**config.mk**
```make
export PLATFORM = sky130hd
export DESIGN_NAME = dcache_req_tracker
export DESIGN_NICKNAME = d
export VERILOG_FILES = /design/src/rtl/drac_pkg.sv /design/src/rtl/dcache_trk_fifo.sv /design/src/rtl/dcache_req_tracker.sv
export SDC_FILE = /design/constraint.sdc
export NUM_CORES = 1
export LEC_CHECK = 0
export BUFFER_PORTS_ARGS = -buffer_cell sky130_fd_sc_hd__buf_2
export CAP_MARGIN = 20
export CORE_UTILIZATION = 47
export CTS_CLUSTER_SIZE = 30
export DETAILED_ROUTE_END_ITERATION = 10
export PLACE_DENSITY = 0.64
export SETUP_SLACK_MARGIN = 0.05
export SKIP_CTS_REPAIR_TIMING = 1
export SLEW_MARGIN = 20
export SYNTH_ARGS = -nofsm -noshare
export SYNTH_HDL_FRONTEND = slang
export SYNTH_SLANG_ARGS = --single-unit
export TNS_END_PERCENT = 5
```
**constraint.sdc**
```tcl
create_clock -name clk_i -period 8 [get_ports clk_i]
set_clock_uncertainty 0.15 [all_clocks]
set_input_delay 0 -clock clk_i [delete_from_list [all_inputs] [get_ports clk_i]]
set_output_delay 0 -clock clk_i [all_outputs]
set_load 0.1 [all_outputs]
```
**src/rtl/drac_pkg.sv**
```systemverilog
// -----------------------------------------------------------------------------
// drac_pkg
// Shared types and default configuration for the data-cache request tracker.
//   dcache_trk_tag_state_t : per-tag tracking state (idle / request pending)
//   DRAC_*                 : default parameter values used by the tracker blocks
// Optional feature macro used by dcache_req_tracker: DCACHE_TRK_TIMEOUT_EN
// -----------------------------------------------------------------------------
package drac_pkg;

    typedef enum logic {
        TRK_IDLE    = 1'b0,
        TRK_PENDING = 1'b1
    } dcache_trk_tag_state_t;

    localparam int unsigned DRAC_NUM_TAGS       = 128;
    localparam int unsigned DRAC_FIFO_DEPTH     = 4;
    localparam int unsigned DRAC_MAX_INFLIGHT   = 16;
    localparam int unsigned DRAC_PAYLOAD_W      = 200;
    localparam int unsigned DRAC_TIMEOUT_CYCLES = 4096;

endpackage

```
**src/rtl/dcache_trk_fifo.sv**
```systemverilog
// -----------------------------------------------------------------------------
// dcache_trk_fifo
// Synchronous FIFO with registered storage and no write-to-read bypass.
// Pointers carry one extra wrap bit: equal pointers mean empty, pointers that
// differ only in the wrap bit mean full.
// Ports:
//   clk_i, rstn_i : clock, asynchronous active-low reset
//   flush         : empty the FIFO at the next edge; push/pop in that cycle ignored
//   push          : write push_data (ignored while full)
//   push_data     : entry to write
//   pop           : drop the head entry (ignored while empty)
//   head_data     : current head entry (valid when empty = 0)
//   full, empty   : status flags, functions of registered pointers only
// -----------------------------------------------------------------------------
module dcache_trk_fifo
    import drac_pkg::*;
#(
    parameter int unsigned DEPTH = DRAC_FIFO_DEPTH,
    parameter int unsigned WIDTH = 8
) (
    input  logic             clk_i,
    input  logic             rstn_i,
    input  logic             flush,
    input  logic             push,
    input  logic [WIDTH-1:0] push_data,
    input  logic             pop,
    output logic [WIDTH-1:0] head_data,
    output logic             full,
    output logic             empty
);

    localparam int unsigned AW = $clog2(DEPTH);

    logic [AW:0]      wr_ptr_reg, wr_ptr_next;
    logic [AW:0]      rd_ptr_reg, rd_ptr_next;
    logic [WIDTH-1:0] mem_reg [DEPTH];
    logic             do_push;
    logic             do_pop;

    assign empty = (wr_ptr_reg == rd_ptr_reg);
    assign full  = (wr_ptr_reg[AW] != rd_ptr_reg[AW]) &&
                   (wr_ptr_reg[AW-1:0] == rd_ptr_reg[AW-1:0]);

    assign do_push = push & ~full  & ~flush;
    assign do_pop  = pop  & ~empty & ~flush;

    always_comb begin
        wr_ptr_next = wr_ptr_reg;
        rd_ptr_next = rd_ptr_reg;
        if (flush) begin
            // Catch the read pointer up to the write pointer: queue becomes empty.
            rd_ptr_next = wr_ptr_reg;
        end else begin
            if (do_push) wr_ptr_next = wr_ptr_reg + 1'b1;
            if (do_pop)  rd_ptr_next = rd_ptr_reg + 1'b1;
        end
    end

    always_ff @(posedge clk_i or negedge rstn_i) begin
        if (!rstn_i) begin
            wr_ptr_reg <= '0;
            rd_ptr_reg <= '0;
        end else begin
            wr_ptr_reg <= wr_ptr_next;
            rd_ptr_reg <= rd_ptr_next;
        end
    end

    // Storage needs no reset: a slot is only read after it has been written.
    always_ff @(posedge clk_i) begin
        if (do_push) mem_reg[wr_ptr_reg[AW-1:0]] <= push_data;
    end

    assign head_data = mem_reg[rd_ptr_reg[AW-1:0]];

endmodule

```
**src/rtl/dcache_req_tracker.sv**
```systemverilog
// -----------------------------------------------------------------------------
// dcache_req_tracker
// Request buffer and tag tracker between the core LSU and the data cache.
// Core requests are queued in order; the head is offered to the cache once its
// tag is idle and the in-flight cap allows. Cache responses retire tags.
// Ports:
//   clk_i, rstn_i                      : clock, asynchronous active-low reset
//   core_valid_i/core_ready_o          : core request handshake
//   core_tag_i, core_payload_i         : request tag and opaque payload
//   flush_i                            : drop queued, not-yet-issued requests
//   dc_req_valid_o/dc_req_ready_i      : cache request handshake
//   dc_req_tag_o, dc_req_payload_o     : head-of-queue tag and payload
//   dc_rsp_valid_i, dc_rsp_tag_i       : cache response
//   wbuf_empty_i                       : cache write buffer empty
//   ordered_o                          : nothing queued/in flight and wbuf empty
//   inflight_o                         : issued requests awaiting a response
//   spurious_rsp_o                     : 1-cycle pulse, response hit an idle tag
//   timeout_o                          : 1-cycle pulse, watchdog expired
// Optional feature: define DCACHE_TRK_TIMEOUT_EN to build the in-flight
// watchdog; otherwise timeout_o is tied low and TIMEOUT_CYCLES is unused.
// -----------------------------------------------------------------------------
module dcache_req_tracker
    import drac_pkg::*;
#(
    parameter int unsigned NUM_TAGS       = DRAC_NUM_TAGS,
    parameter int unsigned FIFO_DEPTH     = DRAC_FIFO_DEPTH,
    parameter int unsigned MAX_INFLIGHT   = DRAC_MAX_INFLIGHT,
    parameter int unsigned PAYLOAD_W      = DRAC_PAYLOAD_W,
    parameter int unsigned TIMEOUT_CYCLES = DRAC_TIMEOUT_CYCLES
) (
    input  logic                                clk_i,
    input  logic                                rstn_i,
    input  logic                                core_valid_i,
    output logic                                core_ready_o,
    input  logic [$clog2(NUM_TAGS)-1:0]         core_tag_i,
    input  logic [PAYLOAD_W-1:0]                core_payload_i,
    input  logic                                flush_i,
    output logic                                dc_req_valid_o,
    input  logic                                dc_req_ready_i,
    output logic [$clog2(NUM_TAGS)-1:0]         dc_req_tag_o,
    output logic [PAYLOAD_W-1:0]                dc_req_payload_o,
    input  logic                                dc_rsp_valid_i,
    input  logic [$clog2(NUM_TAGS)-1:0]         dc_rsp_tag_i,
    input  logic                                wbuf_empty_i,
    output logic                                ordered_o,
    output logic [$clog2(MAX_INFLIGHT+1)-1:0]   inflight_o,
    output logic                                spurious_rsp_o,
    output logic                                timeout_o
);

    localparam int unsigned TAG_W = $clog2(NUM_TAGS);
    localparam int unsigned IFW   = $clog2(MAX_INFLIGHT + 1);
    localparam int unsigned ENT_W = TAG_W + PAYLOAD_W;

    // ---------------------------------------------------------------- queue
    logic             fifo_full;
    logic             fifo_empty;
    logic [ENT_W-1:0] fifo_head;
    logic             issue_fire;

    dcache_trk_fifo #(
        .DEPTH (FIFO_DEPTH),
        .WIDTH (ENT_W)
    ) u_fifo (
        .clk_i     (clk_i),
        .rstn_i    (rstn_i),
        .flush     (flush_i),
        .push      (core_valid_i),
        .push_data ({core_tag_i, core_payload_i}),
        .pop       (issue_fire),
        .head_data (fifo_head),
        .full      (fifo_full),
        .empty     (fifo_empty)
    );

    // Ready comes only from the registered full flag, so a pop in the same
    // cycle never opens a slot for a push.
    assign core_ready_o     = ~fifo_full;
    assign dc_req_tag_o     = fifo_head[ENT_W-1:PAYLOAD_W];
    assign dc_req_payload_o = fifo_head[PAYLOAD_W-1:0];

    // ------------------------------------------------------------ tag table
    dcache_trk_tag_state_t tag_state_reg [NUM_TAGS];
    logic [IFW-1:0]        inflight_reg, inflight_next;
    logic                  head_idle;
    logic                  cap_ok;
    logic                  rsp_pending;
    logic                  rsp_retire;
    logic                  spurious_reg;

    assign head_idle   = (tag_state_reg[dc_req_tag_o] == TRK_IDLE);
    assign cap_ok      = (inflight_reg < IFW'(MAX_INFLIGHT));
    assign rsp_pending = (tag_state_reg[dc_rsp_tag_i] == TRK_PENDING);
    assign rsp_retire  = dc_rsp_valid_i & rsp_pending;

    // Once raised, valid can only fall through an issue or a flush: the head
    // tag cannot become pending and inflight cannot grow without an issue.
    // Valid is held low during a flush so no handshake completes on an entry
    // that is being dropped.
    assign dc_req_valid_o = ~fifo_empty & head_idle & cap_ok & ~flush_i;
    assign issue_fire     = dc_req_valid_o & dc_req_ready_i;

    // One state flop per tag. An issue and a retire cannot target the same
    // tag in one cycle (issue needs IDLE, retire needs PENDING).
    generate
        for (genvar gi = 0; gi < NUM_TAGS; gi++) begin : g_tag
            always_ff @(posedge clk_i or negedge rstn_i) begin
                if (!rstn_i) begin
                    tag_state_reg[gi] <= TRK_IDLE;
                end else if (issue_fire && (dc_req_tag_o == TAG_W'(gi))) begin
                    tag_state_reg[gi] <= TRK_PENDING;
                end else if (rsp_retire && (dc_rsp_tag_i == TAG_W'(gi))) begin
                    tag_state_reg[gi] <= TRK_IDLE;
                end
            end
        end
    endgenerate

    always_comb begin
        inflight_next = inflight_reg;
        case ({issue_fire, rsp_retire})
            2'b10:   inflight_next = inflight_reg + 1'b1;
            2'b01:   inflight_next = inflight_reg - 1'b1;
            default: inflight_next = inflight_reg;
        endcase
    end

    always_ff @(posedge clk_i or negedge rstn_i) begin
        if (!rstn_i) begin
            inflight_reg <= '0;
            spurious_reg <= 1'b0;
        end else begin
            inflight_reg <= inflight_next;
            spurious_reg <= dc_rsp_valid_i & ~rsp_pending;
        end
    end

    assign inflight_o     = inflight_reg;
    assign spurious_rsp_o = spurious_reg;
    assign ordered_o      = fifo_empty & (inflight_reg == '0) & wbuf_empty_i;

    // ------------------------------------------------------------- watchdog
`ifdef DCACHE_TRK_TIMEOUT_EN
    localparam int unsigned WDW = $clog2(TIMEOUT_CYCLES + 1);

    logic [WDW-1:0] wd_cnt_reg, wd_cnt_next;
    logic           wd_run;
    logic           wd_expire;
    logic           timeout_reg;

    assign wd_run    = (inflight_reg != '0) & ~dc_rsp_valid_i;
    assign wd_expire = wd_run & (wd_cnt_reg == WDW'(TIMEOUT_CYCLES - 1));

    always_comb begin
        wd_cnt_next = '0;
        if (wd_run && !wd_expire) wd_cnt_next = wd_cnt_reg + 1'b1;
    end

    always_ff @(posedge clk_i or negedge rstn_i) begin
        if (!rstn_i) begin
            wd_cnt_reg  <= '0;
            timeout_reg <= 1'b0;
        end else begin
            wd_cnt_reg  <= wd_cnt_next;
            timeout_reg <= wd_expire;
        end
    end

    assign timeout_o = timeout_reg;
`else
    logic unused_timeout_cfg;
    assign unused_timeout_cfg = (TIMEOUT_CYCLES == 0);
    assign timeout_o          = 1'b0;
`endif

endmodule
```
==> flow_summary.html <==
<table>
<tr><th>Metric</th><th>Value</th></tr>
<tr><th colspan="2">Setup path</th></tr>
<tr><td>Highest net fanout along the worst path</td><td>between 70 and 80</td></tr>
<tr><td>CP max stage cell</td><td>buf_4</td></tr>
<tr><td>Type of element launching the critical path</td><td>register</td></tr>
<tr><td>Data required time at the worst endpoint</td><td>8.38 ns</td></tr>
<tr><td>Worst setup path class</td><td>register to register</td></tr>
<tr><td>Crit end category</td><td>register</td></tr>
<tr><td>Chain of cells forming the critical path</td><td>buf_4, buf_4, mux4_2, a311o_1, a31oi_1, o2111ai_1, o211a_1, a21oi_1, inv_1, ha_1, fa_1, a21o_1, a21oi_1, xor2_1, nor2_1, xor2_1</td></tr>
<tr><td>Delay of the slowest cell on the worst path</td><td>~0.97 ns</td></tr>
<tr><td>Arrival @ worst endpoint</td><td>~6.4 ns</td></tr>
<tr><td>Crit path max-delay family</td><td>buffers and inverters</td></tr>
<tr><td>CP bufs+invs</td><td>3</td></tr>
<tr><th colspan="2">Routing</th></tr>
<tr><td>Violation count after the first detailed-routing iteration</td><td>roughly 1700</td></tr>
<tr><td>Post-detailed-route DRC marker count</td><td>0</td></tr>
<tr><td>Per-cell routed wire length</td><td>around 25 µm</td></tr>
<tr><td>First drt pass iteration count</td><td>5</td></tr>
<tr><td>Via count normalized by instance count</td><td>about 5.7</td></tr>
<tr><td>Count of antenna-violating nets left after detailed routing</td><td>0</td></tr>
<tr><td>Vias</td><td>22200</td></tr>
<tr><td>Detailed-route wire length</td><td>just under 100 mm</td></tr>
<tr><th colspan="2">Timing</th></tr>
<tr><td>Portion of the clock cycle consumed by the worst path in the final layout</td><td>about three quarters</td></tr>
<tr><td>Highest Clock Rate</td><td>166 MHz</td></tr>
<tr><td>Slew at the pin with the worst max-slew slack</td><td>~1.1 ns</td></tr>
<tr><td>Setup Viol. Count Final</td><td>0</td></tr>
<tr><td>RSZ-0062 raised after global routing</td><td>no</td></tr>
<tr><td>Final Hold Slack</td><td>about 0.0037 ns</td></tr>
<tr><td>Relative slew slack</td><td>between 20% and 30%</td></tr>
<tr><td>Final Max Tran Viols</td><td>0</td></tr>
<tr><td>Final setup TNS</td><td>0 ns</td></tr>
<tr><td>Final hold violations</td><td>0</td></tr>
<tr><td>Fin crit period</td><td>between 6 and 7 ns</td></tr>
<tr><th colspan="2">GRT</th></tr>
<tr><td>GRT Overall Usage</td><td>roughly 23%</td></tr>
<tr><td>Pin count of the biggest net entering global routing</td><td>131</td></tr>
<tr><td>Overall overflow remaining after global route</td><td>0</td></tr>
<tr><td>Number of antenna violations at the first check in global routing</td><td>14</td></tr>
<tr><td>Vias in the first global route</td><td>about 21000</td></tr>
<tr><td>Global-route wire length before repair</td><td>138 mm</td></tr>
<tr><th colspan="2">Die</th></tr>
<tr><td>Floorplan die area</td><td>82500 µm²</td></tr>
<tr><td>Starting Density</td><td>roughly 47%</td></tr>
<tr><td>Placement row count</td><td>~100</td></tr>
<tr><td>Height of the die</td><td>approximately 290 µm</td></tr>
<tr><td>Chip Width</td><td>roughly 290 µm</td></tr>
<tr><td>CORE AREA</td><td>80500 µm²</td></tr>
<tr><td># IOs</td><td>approximately 440</td></tr>
<tr><th colspan="2">Clock tree</th></tr>
<tr><td>CTS tree</td><td>done</td></tr>
<tr><td>Count of clock tree sinks</td><td>between 900 and 1000</td></tr>
<tr><td>Clock network latency to the later pin of the worst-skew pair</td><td>about 0.65 ns</td></tr>
<tr><td>Reg clk slew, reported paths</td><td>~0.060 ns</td></tr>
<tr><td>Clock Root Buffer</td><td>clkbuf_16</td></tr>
<tr><td>Number of buffers on the longest clock path</td><td>3</td></tr>
<tr><td>H-tree depth reported by CTS</td><td>3</td></tr>
<tr><td>Number of CTS-inserted buffers</td><td>roughly 100</td></tr>
<tr><th colspan="2">Cells and area</th></tr>
<tr><td>Ratio of cells with drive above 1 in the final layout</td><td>31.9%</td></tr>
<tr><td>Most frequent standard cell in the layout excluding fill and tap cells</td><td>edfxtp_1</td></tr>
<tr><td>Register cell area after layout</td><td>between 20000 and 30000 µm²</td></tr>
<tr><td>Most used cells in the layout excluding fill and tap cells</td><td>828 x edfxtp_1, 435 x buf_2, 402 x dlygate4sd3_1, 265 x mux4_2, 138 x dfrtp_1</td></tr>
<tr><td>Largest register FFs</td><td>around 830</td></tr>
<tr><td>Footprint of the multi-input gates</td><td>between 9000 and 10000 µm²</td></tr>
<tr><td>Final nets</td><td>between 2000 and 3000</td></tr>
<tr><td>Filler Cell Count</td><td>around 5700</td></tr>
<tr><td>Growth of design area from synthesis to finish</td><td>27.5%</td></tr>
<tr><th colspan="2">Place</th></tr>
<tr><td>Final weighted congestion in routability-driven placement</td><td>slightly above 0.9</td></tr>
<tr><td>Port buffer count</td><td>around 440</td></tr>
<tr><td>Detailed Place HPWL</td><td>60.5 mm</td></tr>
<tr><th colspan="2">Run status</th></tr>
<tr><td>Outcome</td><td>complete, no violations</td></tr>
<tr><th colspan="2">Yosys</th></tr>
<tr><td>Top FF cell, synth</td><td>edfxtp_1</td></tr>
<tr><td>Post-synthesis average cell area</td><td>20.4 µm²</td></tr>
<tr><td>Mapped Nets</td><td>2101</td></tr>
<tr><td>Yosys warning count</td><td>0</td></tr>
<tr><td>Post-synthesis sequential element count</td><td>between 900 and 1000</td></tr>
<tr><td>Fraction of the yosys area taken by sequential cells</td><td>74.2%</td></tr>
<tr><td>Mapped Area</td><td>about 38000 µm²</td></tr>
<tr><td>Number of synthesized flops with an enable pin</td><td>between 800 and 900</td></tr>
<tr><td>Number of instances in the synthesized netlist</td><td>roughly 1900</td></tr>
<tr><td>Ys async rst share</td><td>between 10% and 20%</td></tr>
<tr><td>Synth cell types</td><td>52</td></tr>
<tr><th colspan="2">Hold path</th></tr>
<tr><td>Path class of the lowest-slack min-delay path</td><td>input pin to register</td></tr>
<tr><th colspan="2">Job</th></tr>
<tr><td>Reported max-cap violation count</td><td>0</td></tr>
</table>
final cells by class:
class / instances / area share (%)
Sequential cell: 968 / 58.2
Timing Repair Buffer: 864 / 13.3
Antenna cell: 10 / 0.0513
Tap cell: 1060 / 2.72
Inverter: 11 / 0.0847
Multi-Input combinational cell: 773 / 19.0
Clock buffer: 130 / 5.58
Clock inverter: 54 / 1.08
synth_stat cells, types with 3 or more instances:
master     number  area, µm²
nand2b_1        5       31.3
clkbuf_1       48        180
a21oi_1        10       50.1
buf_4           3       22.5
mux2_2          7       78.8
buf_6          14        158
a211oi_1        3       22.5
mux2i_1        29        290
and3_1          3       18.8
buf_2          29        145
and2_1          6       37.5
buf_1          24       90.1
nand2_1        64        240
a32oi_1         3       26.3
nand3_1        13       65.1
inv_1          11       41.3
or4_1           5       37.5
dfrtp_1       140       3500
o2111ai_1       3       26.3
xnor2_1         4       35.0
a31oi_1         4       25.0
or3_1           6       37.5
a22oi_1         4       30.0
ha_1            9        113
nor2b_1        10       62.6
mux4_2        265       5970
nand4_1         6       37.5
o211ai_1        4       30.0
xor2_1          6       52.6
o31ai_1       129        968
nor2_1         20       75.1
o21ai_0       130        651
edfxtp_1      828      24900
through the flow:
| stage | util, % | cells | area, µm² | setup slack [ns] |
|---|---|---|---|---|
| 2_1_floorplan | - | 1870 | 38200 | 0.445 |
| 3_3_place_gp | 51.4 | 3271 | 41400 | 1.99 |
| 3_5_place_dp | 51.4 | 3273 | 41400 | 1.96 |
| 4_1_cts | 55.4 | 3457 | 44700 | 1.94 |
| 5_1_grt | 60.5 | 3868 | 48700 | 1.65 |
| 6_report | 60.5 | 3870 | 48700 | 1.99 |
path summary, 6_finish.rpt:
kind / depth (start not counted) / from / slack, ns / end
setup / recovery: 16 / u_fifo.rd_ptr_reg[1]$_DFFE_PN0P_ / 1.99 / inflight_o[4]$_DFFE_PN0P_
hold / removal: 2 / core_payload_i[189] / 0.004 / u_fifo.mem_reg[2][189]$_DFFE_PP_
setup reg to reg: 16 / u_fifo.rd_ptr_reg[1]$_DFFE_PN0P_ / 1.99 / inflight_o[4]$_DFFE_PN0P_
hold reg to reg: 1 / u_fifo.wr_ptr_reg[2]$_DFFE_PN0P_ / 0.38 / u_fifo.wr_ptr_reg[2]$_DFFE_PN0P_
max in group asynchronous: 4 / rstn_i / 6.38 / u_fifo.rd_ptr_reg[0]$_DFFE_PN0P_
min in group asynchronous: 4 / rstn_i / 0.27 / tag_state_reg[105]$_DFFE_PN0P_
logic make-up (layout without fill, tap and decap cells):
logic type / count (synthesis) / count (layout) / share of synthesized area (%)
DFF: 968 / 968 / 74.2
AOI/OAI and AO/OA: 301 / 301 / 5.02
muxes: 301 / 301 / 16.6
and+or+nand+nor: 150 / 150 / 1.93
buffers and inverters: 129 / 1059 / 1.67
adders and majority gates: 10 / 10 / 0.347
xor gates and xnor gates: 10 / 10 / 0.229
other: 1 / 11 / 0.00981
metal layers:
layer / part of all wire [%] / vias up / global-route usage [%] / wire, µm
li1: - / 9553 / - / -
met1: 38 / 11600 / 28.0 / 37400
met2: 52 / 856 / 38.4 / 50600
met3: 6.4 / 238 / 6.06 / 6280
met4: 3.9 / 12 / 8.68 / 3800
met5: 0.087 / - / 0 / 85
Power is not shown: default switching activity piles up to over one toggle a cycle in this logic, so the estimate is an artifact.
